`config.mk`:
```
export PLATFORM = sky130hd
export DESIGN_NAME = forward_hazard_ctrl
export DESIGN_NICKNAME = d
export VERILOG_FILES = /design/src/rtl/forward_hazard_ctrl.sv
export SDC_FILE = /design/constraint.sdc
export NUM_CORES = 1
export LEC_CHECK = 0
export CAP_MARGIN = 20
export CORE_ASPECT_RATIO = 1.75
export CORE_MARGIN = 2
export CORE_UTILIZATION = 47
export CTS_BUF_LIST = sky130_fd_sc_hd__clkbuf_4
export DETAILED_ROUTE_END_ITERATION = 6
export GPL_TIMING_DRIVEN = 0
export PLACE_DENSITY = 0.73
export SYNTH_ARGS = -nofsm -noshare
export SYNTH_HDL_FRONTEND = slang
export SYNTH_SLANG_ARGS = --single-unit
```
`constraint.sdc`:
```
create_clock -name clk -period 5.6 [get_ports clk]
set_clock_uncertainty 0.2 [all_clocks]
set_input_delay 1.12 -clock clk [delete_from_list [all_inputs] [get_ports clk]]
set_output_delay 1.12 -clock clk [all_outputs]
set_load 0.05 [all_outputs]
```
`src/rtl/forward_hazard_ctrl.sv`:
```
// EXE-stage forwarding select and load-use / no-forward stall generator.
// Keeps a private EXE/MEM/WB tag pipeline that mirrors the datapath pipeline registers.
module forward_hazard_ctrl #(
    parameter int unsigned REG_ADDR_LEN  = 5,
    parameter int unsigned FORW_SEL_LEN  = 2,
    parameter int unsigned STALL_CNT_LEN = 16
) (
    input  logic                     clk,
    input  logic                     rst,
    input  logic                     forward_en,
    input  logic                     flush,
    input  logic                     id_valid,
    input  logic [REG_ADDR_LEN-1:0]  id_src1,
    input  logic [REG_ADDR_LEN-1:0]  id_src2,
    input  logic                     id_src2_used,
    input  logic                     id_is_store,
    input  logic [REG_ADDR_LEN-1:0]  id_st_src,
    input  logic [REG_ADDR_LEN-1:0]  id_dest,
    input  logic                     id_wb_en,
    input  logic                     id_mem_read,
    output logic [FORW_SEL_LEN-1:0]  val1_sel,
    output logic [FORW_SEL_LEN-1:0]  val2_sel,
    output logic [FORW_SEL_LEN-1:0]  st_val_sel,
    output logic                     hazard_stall,
    output logic [STALL_CNT_LEN-1:0] stall_count
);

    localparam logic [FORW_SEL_LEN-1:0] SelReg = FORW_SEL_LEN'(0);
    localparam logic [FORW_SEL_LEN-1:0] SelMem = FORW_SEL_LEN'(1);
    localparam logic [FORW_SEL_LEN-1:0] SelWb  = FORW_SEL_LEN'(2);

    logic                     exe_valid_q, exe_wb_en_q, exe_mem_read_q;
    logic [REG_ADDR_LEN-1:0]  exe_dest_q, exe_src1_q, exe_src2_q, exe_st_src_q;
    logic                     exe_src2_used_q, exe_is_store_q;
    logic                     mem_valid_q, mem_wb_en_q;
    logic [REG_ADDR_LEN-1:0]  mem_dest_q;
    logic                     wb_valid_q, wb_wb_en_q;
    logic [REG_ADDR_LEN-1:0]  wb_dest_q;
    logic [STALL_CNT_LEN-1:0] stall_cnt_q, stall_cnt_d;

    logic exe_wr, mem_wr, wb_wr;
    logic exe_hit, mem_hit, bubble;

    function automatic logic writes(input logic wr, input logic [REG_ADDR_LEN-1:0] dest,
                                    input logic [REG_ADDR_LEN-1:0] r);
        return wr && (dest == r) && (r != '0);
    endfunction

    function automatic logic [FORW_SEL_LEN-1:0] sel_for(
        input logic m_wr, input logic [REG_ADDR_LEN-1:0] m_dest,
        input logic w_wr, input logic [REG_ADDR_LEN-1:0] w_dest,
        input logic [REG_ADDR_LEN-1:0] r);
        if (writes(m_wr, m_dest, r)) return SelMem;
        if (writes(w_wr, w_dest, r)) return SelWb;
        return SelReg;
    endfunction

    assign exe_wr = exe_valid_q & exe_wb_en_q;
    assign mem_wr = mem_valid_q & mem_wb_en_q;
    assign wb_wr  = wb_valid_q & wb_wb_en_q;

    always_comb begin
        val1_sel   = SelReg;
        val2_sel   = SelReg;
        st_val_sel = SelReg;
        if (forward_en) begin
            val1_sel = sel_for(mem_wr, mem_dest_q, wb_wr, wb_dest_q, exe_src1_q);
            if (exe_src2_used_q) begin
                val2_sel = sel_for(mem_wr, mem_dest_q, wb_wr, wb_dest_q, exe_src2_q);
            end
            if (exe_is_store_q) begin
                st_val_sel = sel_for(mem_wr, mem_dest_q, wb_wr, wb_dest_q, exe_st_src_q);
            end
        end
    end

    // WB is never a stall source: the register file is written in the first half-cycle.
    always_comb begin
        exe_hit = writes(exe_wr, exe_dest_q, id_src1)
                | (id_src2_used & writes(exe_wr, exe_dest_q, id_src2))
                | (id_is_store  & writes(exe_wr, exe_dest_q, id_st_src));
        mem_hit = writes(mem_wr, mem_dest_q, id_src1)
                | (id_src2_used & writes(mem_wr, mem_dest_q, id_src2))
                | (id_is_store  & writes(mem_wr, mem_dest_q, id_st_src));
        if (forward_en) begin
            hazard_stall = id_valid & exe_mem_read_q & exe_hit;
        end else begin
            hazard_stall = id_valid & (exe_hit | mem_hit);
        end
    end

    assign bubble = !id_valid || hazard_stall || flush;

    always_comb begin
        stall_cnt_d = stall_cnt_q;
        if (hazard_stall && (stall_cnt_q != '1)) begin
            stall_cnt_d = stall_cnt_q + STALL_CNT_LEN'(1);
        end
    end

    assign stall_count = stall_cnt_q;

    always_ff @(posedge clk or negedge rst) begin
        if (!rst) begin
            exe_valid_q     <= 1'b0;
            exe_wb_en_q     <= 1'b0;
            exe_mem_read_q  <= 1'b0;
            exe_dest_q      <= '0;
            exe_src1_q      <= '0;
            exe_src2_q      <= '0;
            exe_src2_used_q <= 1'b0;
            exe_is_store_q  <= 1'b0;
            exe_st_src_q    <= '0;
            mem_valid_q     <= 1'b0;
            mem_wb_en_q     <= 1'b0;
            mem_dest_q      <= '0;
            wb_valid_q      <= 1'b0;
            wb_wb_en_q      <= 1'b0;
            wb_dest_q       <= '0;
            stall_cnt_q     <= '0;
        end else begin
            wb_valid_q  <= mem_valid_q;
            wb_wb_en_q  <= mem_wb_en_q;
            wb_dest_q   <= mem_dest_q;
            mem_valid_q <= exe_valid_q;
            mem_wb_en_q <= exe_wb_en_q;
            mem_dest_q  <= exe_dest_q;
            stall_cnt_q <= stall_cnt_d;
            // A bubble clears its sources too, so it never requests forwarding.
            if (bubble) begin
                exe_valid_q     <= 1'b0;
                exe_wb_en_q     <= 1'b0;
                exe_mem_read_q  <= 1'b0;
                exe_dest_q      <= '0;
                exe_src1_q      <= '0;
                exe_src2_q      <= '0;
                exe_src2_used_q <= 1'b0;
                exe_is_store_q  <= 1'b0;
                exe_st_src_q    <= '0;
            end else begin
                exe_valid_q     <= 1'b1;
                exe_wb_en_q     <= id_wb_en;
                exe_mem_read_q  <= id_mem_read;
                exe_dest_q      <= id_dest;
                exe_src1_q      <= id_src1;
                exe_src2_q      <= id_src2;
                exe_src2_used_q <= id_src2_used;
                exe_is_store_q  <= id_is_store;
                exe_st_src_q    <= id_st_src;
            end
        end
    end

endmodule

```
### Word level (Yosys, flattened, before mapping)

Cells that the tools add are included.

| cells by class | value |
|---|---|
| reduce and logical (&&, ||, !) cells | 34 |
| equality and inequality tests | 13 |
| bitwise logic cells | 15 |
| multiplexer cells | 46 |
| $add $sub $neg | 1 |

Operators by type and width:

| operator | number |
|---|---|
| $eq A5 B5 Y1 | 12 |
| $mux W2 | 17 |
| $reduce_bool A5 Y1 | 6 |
| $logic_and A1 B1 Y1 | 25 |
| $mux W1 | 25 |
| $mux W5 | 4 |
| $add A16 B1 Y16 const B | 1 |
| $ne A16 B16 Y1 const B | 1 |
| $and A1 B1 Y1 | 10 |
| $or A1 B1 Y1 | 5 |
| $logic_or A1 B1 Y1 | 2 |
| $logic_not A1 Y1 | 1 |

| word-level totals | value |
|---|---|
| bits of input ports | 29 |
| flip-flop bits (word level) | 55 |
| word-level logic and storage cells | 125 |

### Logic depth before layout (Yosys ltp)

| logic depth | value |
|---|---|
| word-level depth | 13 |
| gate-level depth with buffers | 9 |
| mapped depth without buffers | 8 |

### Worst setup path before layout

Ideal clock, no wire load.

| path | value |
|---|---|
| kind | in2out |
| from | input port forward_en |
| to | output port st_val_sel[1] |
| slack | 1.581 ns |
| path buffers | 0 |
| stages | 2 |
| data arrival time | 2.699 ns |
| data required time | 4.280 ns |
| path through | nand4_1 nor4_1 |

| between the ends | value |
|---|---|
| longest elaborated chain between the ends | 1 |

Ends and longest elaborated chain:

| what | RTL line | text |
|---|---|---|
| start, declared | 10 | `input logic forward_en,` |
| $mux W2 | 66 | `if (forward_en) begin` |
| end, declared | 23 | `output logic [FORW_SEL_LEN-1:0] st_val_sel,` |

No other way between the ends.

### Worst setup path in the final report

| path | value |
|---|---|
| from | input port id_st_src[1] |
| to | output port hazard_stall |

| between the ends | value |
|---|---|
| longest elaborated chain between the ends | 8 |
| elaborated cells between the ends (all ways) | 15 |

Ends and longest elaborated chain:

| what | RTL line | text |
|---|---|---|
| start, declared | 17 | `input logic [REG_ADDR_LEN-1:0] id_st_src,` |
| $eq A5 B5 Y1 | 46 | `return wr && (dest == r) && (r != '0);` |
| $logic_and A1 B1 Y1 (2 in series) | 46 |  |
| $and A1 B1 Y1, on equally long branches | 81, 84 |  |
| $or A1 B1 Y1, on equally long branches | 81, 84 |  |
| $or A1 B1 Y1 | 88 | `hazard_stall = id_valid & (exe_hit \| mem_hit);` |
| $and A1 B1 Y1 | 88 |  |
| $mux W1 (*) | 85 | `if (forward_en) begin` |
| end, declared | 24 | `output logic hazard_stall,` |

Every way passes the cells marked *; elsewhere a longest branch is shown, timed or not.

==> flow_summary_export.csv <==
group,metric,value,unit
detailed_routing,ant_nets,0,
sta,worst_pin_slew,0.6454,ns
cells_and_area,final_common_cell,"xnor2_1",
clock_network,cts_tree,"yes",
die,fp.dieArea,6528,µm²
sta,rsz0062_at_grt,"no",
die,io_pins,52,
sta,relSlewSlack,0.5658,
detailed_routing,dr.pass1.iters,4,
critical_path,required,4.28,ns
placed_design,io_buffers,51,
cells_and_area,syn2layout_area_growth,26.37,%
global_routing,grt_pass1_vias,2141,
sta,slew_violations,0,
sta,fin_setup_tns,0,ns
pwr,ir_worst_vdd,0.0001666,V
clock_network,clockBufferDepth,2,
detailed_routing,vias_per_cell,5.148,
global_routing,antenna_found_initial,0,
die,die_w,61.94,µm
cells_and_area,drive_above_1_share,0.08143,
placed_design,hpwl,4.938,mm
logic_synthesis,async_reset_ff_frac,1.000,
clock_network,ctsRootBufferMaster,"clkbuf_4",
sta,fmax,198.4,MHz
detailed_routing,initialDrtViolationCount,50,
logic_synthesis,ys_types,28,
detailed_routing,num_vias,1982,
clock_network,cts_setup_buffers,0,
critical_path,cp.arrival,3.72,ns
clock_network,cts_max_level,2,
run_status,status,"finished, final reports clean",
critical_path,crit_type,"input pin to output port",
logic_synthesis,syn_nets,277,
cells_and_area,n_antenna_cell,0,
die,die_h,105.4,µm
sta,hold_violations,0,
pwr,powerDensity,223.1,nW/µm²
detailed_routing,drc,0,
sta,timing.final.crit_share,0.8999,
flow_run,cap_violations,0,
die,placementRows,37,
die,core,5787,µm²
cells_and_area,final_nets,336,
global_routing,grt_max_degree,31,
sta,setup_viol,0,
detailed_routing,wl_per_cell,15.94,µm
global_routing,grtUsageTotal,0.2140,
cells_and_area,filler_cell_count,501,
logic_synthesis,yosys_most_used_dff,"dfrtp_1",
clock_network,hold_buffers,0,
clock_network,path_clk_slew,0.13,ns
hold_path,whs_path_depth,0,
placed_design,gp_congestion,0.8774,
global_routing,grt_pass1_wl,10.25,mm
placed_design,pre_cts_slack,0.5666,ns
logic_synthesis,ys_warn_count,0,
global_routing,grt_overflow_total,0,
sta,fin_ws,0.5604,ns
clock_network,cts.sinks,55,
die,initial_core_util,0.4772,
logic_synthesis,yosysSeqAreaShare,0.4984,
critical_path,crit_path_start_kind,"input pin",
detailed_routing,routed_wirelength,6.135,mm
sta,post-route-min-period,5.040,ns
critical_path,cp_max_fo,4,
logic_synthesis,synth-edff-count,0,
clock_network,clk_latency,0.37,ns
pwr,leakage,1.459,nW
logic_synthesis,synth.avg_cell_area,11.18,µm²
logic_synthesis,ys_ff_latch,55,
clock_network,post_cts_resized,0,
cells_and_area,layout_common_cells,"57 x xnor2_1, 55 x dfrtp_1, 50 x clkdlybuf4s50_1",
critical_path,worstSetupEndpointType,"output port",
logic_synthesis,synthCells,247,
clock_network,numCtsBuffers,5,
critical_path,worstRegToRegCells,9,
logic_synthesis,syn_area,2761,µm²
hold_path,hp-class,"flop to flop",
==> report_power, final <==
part	switching [mW]	leakage (nW)	total, mW	internal (mW)
Clock	0.115	0.0559	0.259	0.144
Combinational	0.0460	0.657	0.0981	0.0521
Sequential	0.0124	0.746	0.421	0.409
==> metal layers <==
layer	part of all wire	up-vias	global-route usage	wire, µm
met5	0	-	0	0
met4	0.044	0	0.1003	267
met3	0.034	19	0.03436	210
met2	0.57	51	0.3832	3494
met1	0.35	951	0.2273	2162
li1	-	961	-	-
==> state kept, by name, summed over array words and instances, names as in the netlist, 5 cells and up <==
register      cells
exe_src1_q        5
stall_count      16
wb_dest_q         5
exe_src2_q        5
exe_dest_q        5
mem_dest_q        5
exe_st_src_q      5
==> stage by stage <==
stage	util	std cells	instance area, µm²	total power, mW	hold slack [ns]
3_3_place_gp	0.5823	376	3369	0.5246	0.1569
2_1_floorplan	-	247	2761	0.4787	0.1487
6_report	0.6030	385	3490	0.7784	0.1886
3_5_place_dp	0.5849	377	3385	0.5282	0.1562
4_1_cts	0.6030	385	3490	0.7848	0.1900
5_1_grt	0.6030	385	3490	0.8119	0.2014
==> cell type report <==
cell class,count,area (µm²),share of cell area
Buffer,8,51.30,0.01470
Clock buffer,6,45.04,0.01291
Clock inverter,2,60.06,0.01721
Inverter,3,11.26,0.003227
Multi-Input combinational cell,181,1323,0.3790
Sequential cell,55,1376,0.3944
Tap cell,78,97.59,0.02797
Timing Repair Buffer,52,525.5,0.1506
==> critical path: stages <==
cell and delay (ns):
clkdlybuf4s50_1 0.51, or4_1 0.56, o21ai_1 0.22, nor4_1 0.11, o31ai_2 0.30, nand2_2 0.16
clkdlybuf4s50_1 0.74
==> logic make-up (layout without fill, tap and decap cells) <==
| family | Yosys count | after routing | synth area share |
|---|---|---|---|
| buffers and inverters | 11 | 71 | 0.02265 |
| AOI/OAI and AO/OA | 6 | 6 | 0.01767 |
| muxes | 3 | 3 | 0.01223 |
| xor gates and xnor gates | 73 | 73 | 0.2315 |
| DFF | 55 | 55 | 0.4984 |
| adders and majority gates | 1 | 1 | 0.004530 |
| and+or+nand+nor | 98 | 98 | 0.2130 |
==> path summary, 6_finish.rpt <==
path / from / to / slack [ns]
worst min-delay path: mem_wb_en_q / wb_wb_en_q / 0.19
max in group asynchronous: rst / mem_valid_q / 4.13
worst max-delay path: id_st_src[1] / hazard_stall / 0.56
worst min register to register: mem_wb_en_q / wb_wb_en_q / 0.19
min in group asynchronous: rst / stall_count[2] / 0.51
worst max register to register: mem_dest_q[3] / stall_count[4] / 2.47
==> cells in the mapped netlist, types with 2 or more instances <==
library cell,instances,share of area
inv_1,3,0.0041
o31ai_2,2,0.0091
xor2_1,16,0.051
or4_1,6,0.016
mux2_2,3,0.012
nand2_1,6,0.0082
nor4_1,12,0.027
nor2_1,5,0.0068
buf_2,5,0.0091
xnor2_1,57,0.18
and3_1,6,0.014
and2_1,26,0.059
nand4_1,14,0.032
buf_6,2,0.0082
nand3_1,16,0.029
a21oi_1,2,0.0036
dfrtp_1,55,0.50
(Power assumes the default switching activity.)
==> edit 1, RTL diff (same settings) <==
Make the reset (`rst`) synchronous in one clocked block.
--- a/src/rtl/forward_hazard_ctrl.sv
+++ b/src/rtl/forward_hazard_ctrl.sv
@@ -101,5 +101,5 @@
     assign stall_count = stall_cnt_q;
 
-    always_ff @(posedge clk or negedge rst) begin
+    always_ff @(posedge clk) begin
         if (!rst) begin
             exe_valid_q     <= 1'b0;
Formal check against the unedited RTL: differs if rst is asserted again (counterexample within 4 cycles, from zero or initial values and one cycle with rst low); with rst held inactive, the same outputs for 10 cycles.
==> edit 1 against the original RTL <==
- setup slack got worse by 130 ps
- critical path depth did not move
- power fell by 5.1%
- final area fell by 1.4%
- register-to-register slack improved by 440 ps
- sequential cell count did not move
- area after synthesis fell by 1.2%
- wire length rose by 6.9%
- die area fell by 1.1%
- sequential share of layout area fell by 7.4 points
- highest routed layer unchanged
==> edit 1: results (changes against the original RTL) <==
Detailed routing
  • Total length of routed wires: 6560 um (was 6140 um)
  • Vias: 2,269 (was 1,982)
  • DR iter-0 viols: 44 (was 50)

Synthesis
  • Synthesized-area fraction occupied by adder cells: 0.459% (was 0.453%)
  • Mapped Cells: 297 (was 247)
  • Synth top area cells: dfxtp_1 40%, xnor2_1 16%, and2_1 9.6% (was dfrtp_1 50%, xnor2_1 18%, and2_1 5.9%)
  • Complex-gate fraction of the synthesized area: 6.56% (was 1.77%)
  • Ys async rst share: 0% (was 100%)
  • Synth Area in XOR/XNOR: 20.9% (was 23.2%)
  • Post-synthesis mux area share: 1.83% (was 1.22%)
  • Netlist cell types: 37 (was 28)
  • Post-synthesis sequential area ratio: 40.3% (was 49.8%)
  • Top_reg_cell synth: dfxtp_1 (was dfrtp_1)
  • Post-Syn Nets: 327 (was 277)
  • Most common library cells after synthesis: 55 x dfxtp_1, 50 x xnor2_1, 42 x and2_1, 17 x nand2_1, 15 x xor2_1 (was 57 x xnor2_1, 55 x dfrtp_1, 26 x and2_1, 16 x nand3_1, 16 x xor2_1)

Global routing
  • Largest net degree at the start of global routing: 18 (was 31)
  • First-pass GRT wire length: 10,800 um (was 10,300 um)
  • GRT Total Usage: 22.2% (was 21.4%)

Clocking
  • Reg clk slew, reported paths: 150 ps (was 130 ps)
  • CTS H-tree lvls: 2 (unchanged)
  • CTS root buffer: clkbuf_4 (unchanged)

Run status
  • Status: complete, no violations (unchanged)

STA
  • Actual slew at the worst max-slew pin: 817 ps (was 645 ps)

Cells and area
  • Nets: 385 (was 336)
  • Fillcell total: 530 (was 501)
  • Layout cells sized above 1: 6.74% (was 8.14%)
  • Final Util: 61.6% (was 60.3%)
  • Non-filler cells, final: 432 (was 385)

Placed design
  • Placed Cells: 424 (was 377)
  • RePlAce Congestion: 0.789 (was 0.877)
  • Post-DP HPWL: 5230 um (was 4940 um)
  • Post-place instance area: 3330 um^2 (was 3380 um^2)

Power and ir drop
  • Int Pwr: 577 uW (was 605 uW)
  • Leak: 0.00127 uW (was 0.00146 uW)
  • Max rail drop VDD: 0.000165 V (was 0.000167 V)
  • Seq. pwr: 404 uW (was 421 uW)

Critical path
  • Worst path max stage delay: 880 ps (was 740 ps)
  • Worst Path Arrival: 3850 ps (was 3720 ps)
  • Max FO, Critical Path: 7 (was 4)
-- edit 1: cell count changes after synthesis, moves of 4 or more --
cell	before	now
nand3_1	16	12
xnor2_1	57	50
a21oi_1	2	7
and2_1	26	42
nor2_1	5	14
mux2i_1	0	5
dfrtp_1	55	0
nand2_1	6	17
dfxtp_1	0	55
-- edit 1: worst paths after layout --
| check | start | to | slack, ps | cells past startpoint |
|---|---|---|---|---|
| worst max-delay path | id_st_src[2] | hazard_stall | 430 | 7 |
| worst min-delay path | exe_wb_en_q | mem_wb_en_q | 280 | 1 |
| worst max register to register | stall_count[2] | stall_count[9] | 2910 | 7 |
| worst min register to register | exe_wb_en_q | mem_wb_en_q | 280 | 1 |
-- edit 1: layer usage --
layer | global-route usage, % | up-vias | wire length (um)
met2 | 41.6 | 47 | 3720
met4 | 10.2 | 0 | 221
met1 | 22.1 | 1076 | 2420
met5 | 0 | - | 0
met3 | 3.34 | 17 | 192
li1 | - | 1129 | -
-- edit 1: final cells by class --
| cell class | count | area share, % |
|---|---|---|
| flip-flops and latches | 55 | 32.0 |
| well taps | 76 | 2.76 |
| multi-input cells | 228 | 45.5 |
| plain buffers | 10 | 1.35 |
| inverters | 4 | 0.437 |
| clock inverters | 3 | 1.96 |
| clock buffers | 5 | 1.09 |
| repair buffers | 51 | 14.8 |
-- edit 1: per-stage QoR --
stage          total power, uW  setup slack (ps)
3_5_place_dp               487               457
2_1_floorplan              450              1580
6_report                   739               432
5_1_grt                    767               275
3_3_place_gp               485               437
4_1_cts                    744               429
-- edit 1: cell families after synthesis --
kind of cell,Yosys count
AND/OR/NAND/NOR,134
XOR/XNOR,65
multiplexers,5
adder cells (fa/ha/maj),1
AO/OA/AOI/OAI,23
buffers and inverters,14
flip-flops,55
==> edit 2, RTL diff (config.mk and constraints unchanged) <==
Without the edit above. Set the parameter `REG_ADDR_LEN` to 10 (it was 5).
--- a/src/rtl/forward_hazard_ctrl.sv
+++ b/src/rtl/forward_hazard_ctrl.sv
@@ -2,5 +2,5 @@
 // Keeps a private EXE/MEM/WB tag pipeline that mirrors the datapath pipeline registers.
 module forward_hazard_ctrl #(
-    parameter int unsigned REG_ADDR_LEN  = 5,
+    parameter int unsigned REG_ADDR_LEN  = 10,
     parameter int unsigned FORW_SEL_LEN  = 2,
     parameter int unsigned STALL_CNT_LEN = 16
Ports: changed (resized id_dest, id_src1, id_src2 and id_st_src); port bits go from 52 to 72. No check against the original RTL was run, so the function may have changed too.
==> edit 2 against the original RTL <==
- non-clock buffer count up 28
- final area up 57%
- count of clock-buffer cells in the layout up 3
- worst hold slack better by 2.2 ps
- register-to-register slack better by 260 ps
- global-route usage up 3.0 points
- sequential cell count up 30
- area after synthesis up 61%
- cell count up 60%
- setup slack better by 11 ps
- power up 52%
- wire length up 92%
- first-iteration DRC count up 48%
==> edit 2: results (changes against the original RTL) <==
Global routing
  • First-pass GRT wire length: 18,800 um (was 10,300 um)
  • GRT Total Usage: 24.4% (was 21.4%)
  • Vias in the first global route: 3,615 (was 2,141)
  • Met1 usage: 23.8% (was 22.7%)

Cells and area
  • Antenna cells: 1 (was 0)
  • Layout clock area frac: 2.67% (was 3.01%)
  • Non-clock buffers: 88 (was 60)
  • Nets: 539 (was 336)

Synthesis
  • Most common library cells after synthesis: 107 x xor2_1, 85 x dfrtp_1, 45 x and2_1, 37 x nor4_1, 25 x xnor2_1 (was 57 x xnor2_1, 55 x dfrtp_1, 26 x and2_1, 16 x nand3_1, 16 x xor2_1)
  • Synth top area cells: dfrtp_1 48%, xor2_1 21%, and2_1 6.3% (was dfrtp_1 50%, xnor2_1 18%, and2_1 5.9%)
  • Synthesized-area fraction occupied by adder cells: 0.281% (was 0.453%)
  • Netlist cell types: 30 (was 28)

Placed design
  • RePlAce Congestion: 0.914 (was 0.877)
  • Setup WS pre-CTS: 614 ps (was 567 ps)
  • Post-DP HPWL: 9360 um (was 4940 um)
  • Placed Cells: 600 (was 377)

STA
  • Actual slew at the worst max-slew pin: 597 ps (was 645 ps)
  • Tcrit/Tclk final: 89.8% (was 90.0%)

Detailed routing
  • Routed wl met2: 6260 um (was 3490 um)
  • DR iter-0 viols: 74 (was 50)
  • Total length of routed wires: 11,800 um (was 6140 um)
  • Routed wl met3: 411 um (was 210 um)

Clocking
  • CTS H-tree lvls: 3 (was 2)

Power and ir drop
  • Leak: 0.00264 uW (was 0.00146 uW)

Hold path
  • Hold_sp: mem_dest_q[7] (was mem_wb_en_q)

Critical path
  • RR Startpoint: mem_dest_q[5] (was mem_dest_q[3])
  • Reg-to-reg slack, setup: 2730 ps (was 2470 ps)
  • Critical R2R Capture: exe_src2_q[4] (was stall_count[4])
  • Worst Path Arrival: 3710 ps (was 3720 ps)

Run status
  • Status: complete, no violations (unchanged)
## edit 2: cell types whose count changed after synthesis, moves of 5 or more
cell     before  now
nand3_1      16   11
xnor2_1      57   25
and2_1       26   45
nor2_1        5   16
nand4_1      14   19
xor2_1       16  107
dfrtp_1      55   85
nor4_1       12   37
## edit 2: power by group through the flow
stage / Clock, uW / Combinational, uW / Sequential [uW]
3_5_place_dp: 0 / 163 / 672
2_1_floorplan: 0 / 83.8 / 662
4_1_cts: 372 / 164 / 659
3_3_place_gp: 0 / 156 / 671
5_1_grt: 401 / 180 / 662
6_report: 363 / 163 / 660
## edit 2: through the flow
step,area (um^2),hold slack (ps)
4_1_cts,5480,194
6_report,5480,191
3_5_place_dp,5330,162
3_3_place_gp,5310,156
2_1_floorplan,4450,149
5_1_grt,5480,210
## edit 2: worst max-delay path, delay by kind of cell
kind            cells  cell delay (ps)
xor+xnor            1              180
compound gates      1              280
simple gates        3              690
buf+inv             3             1430
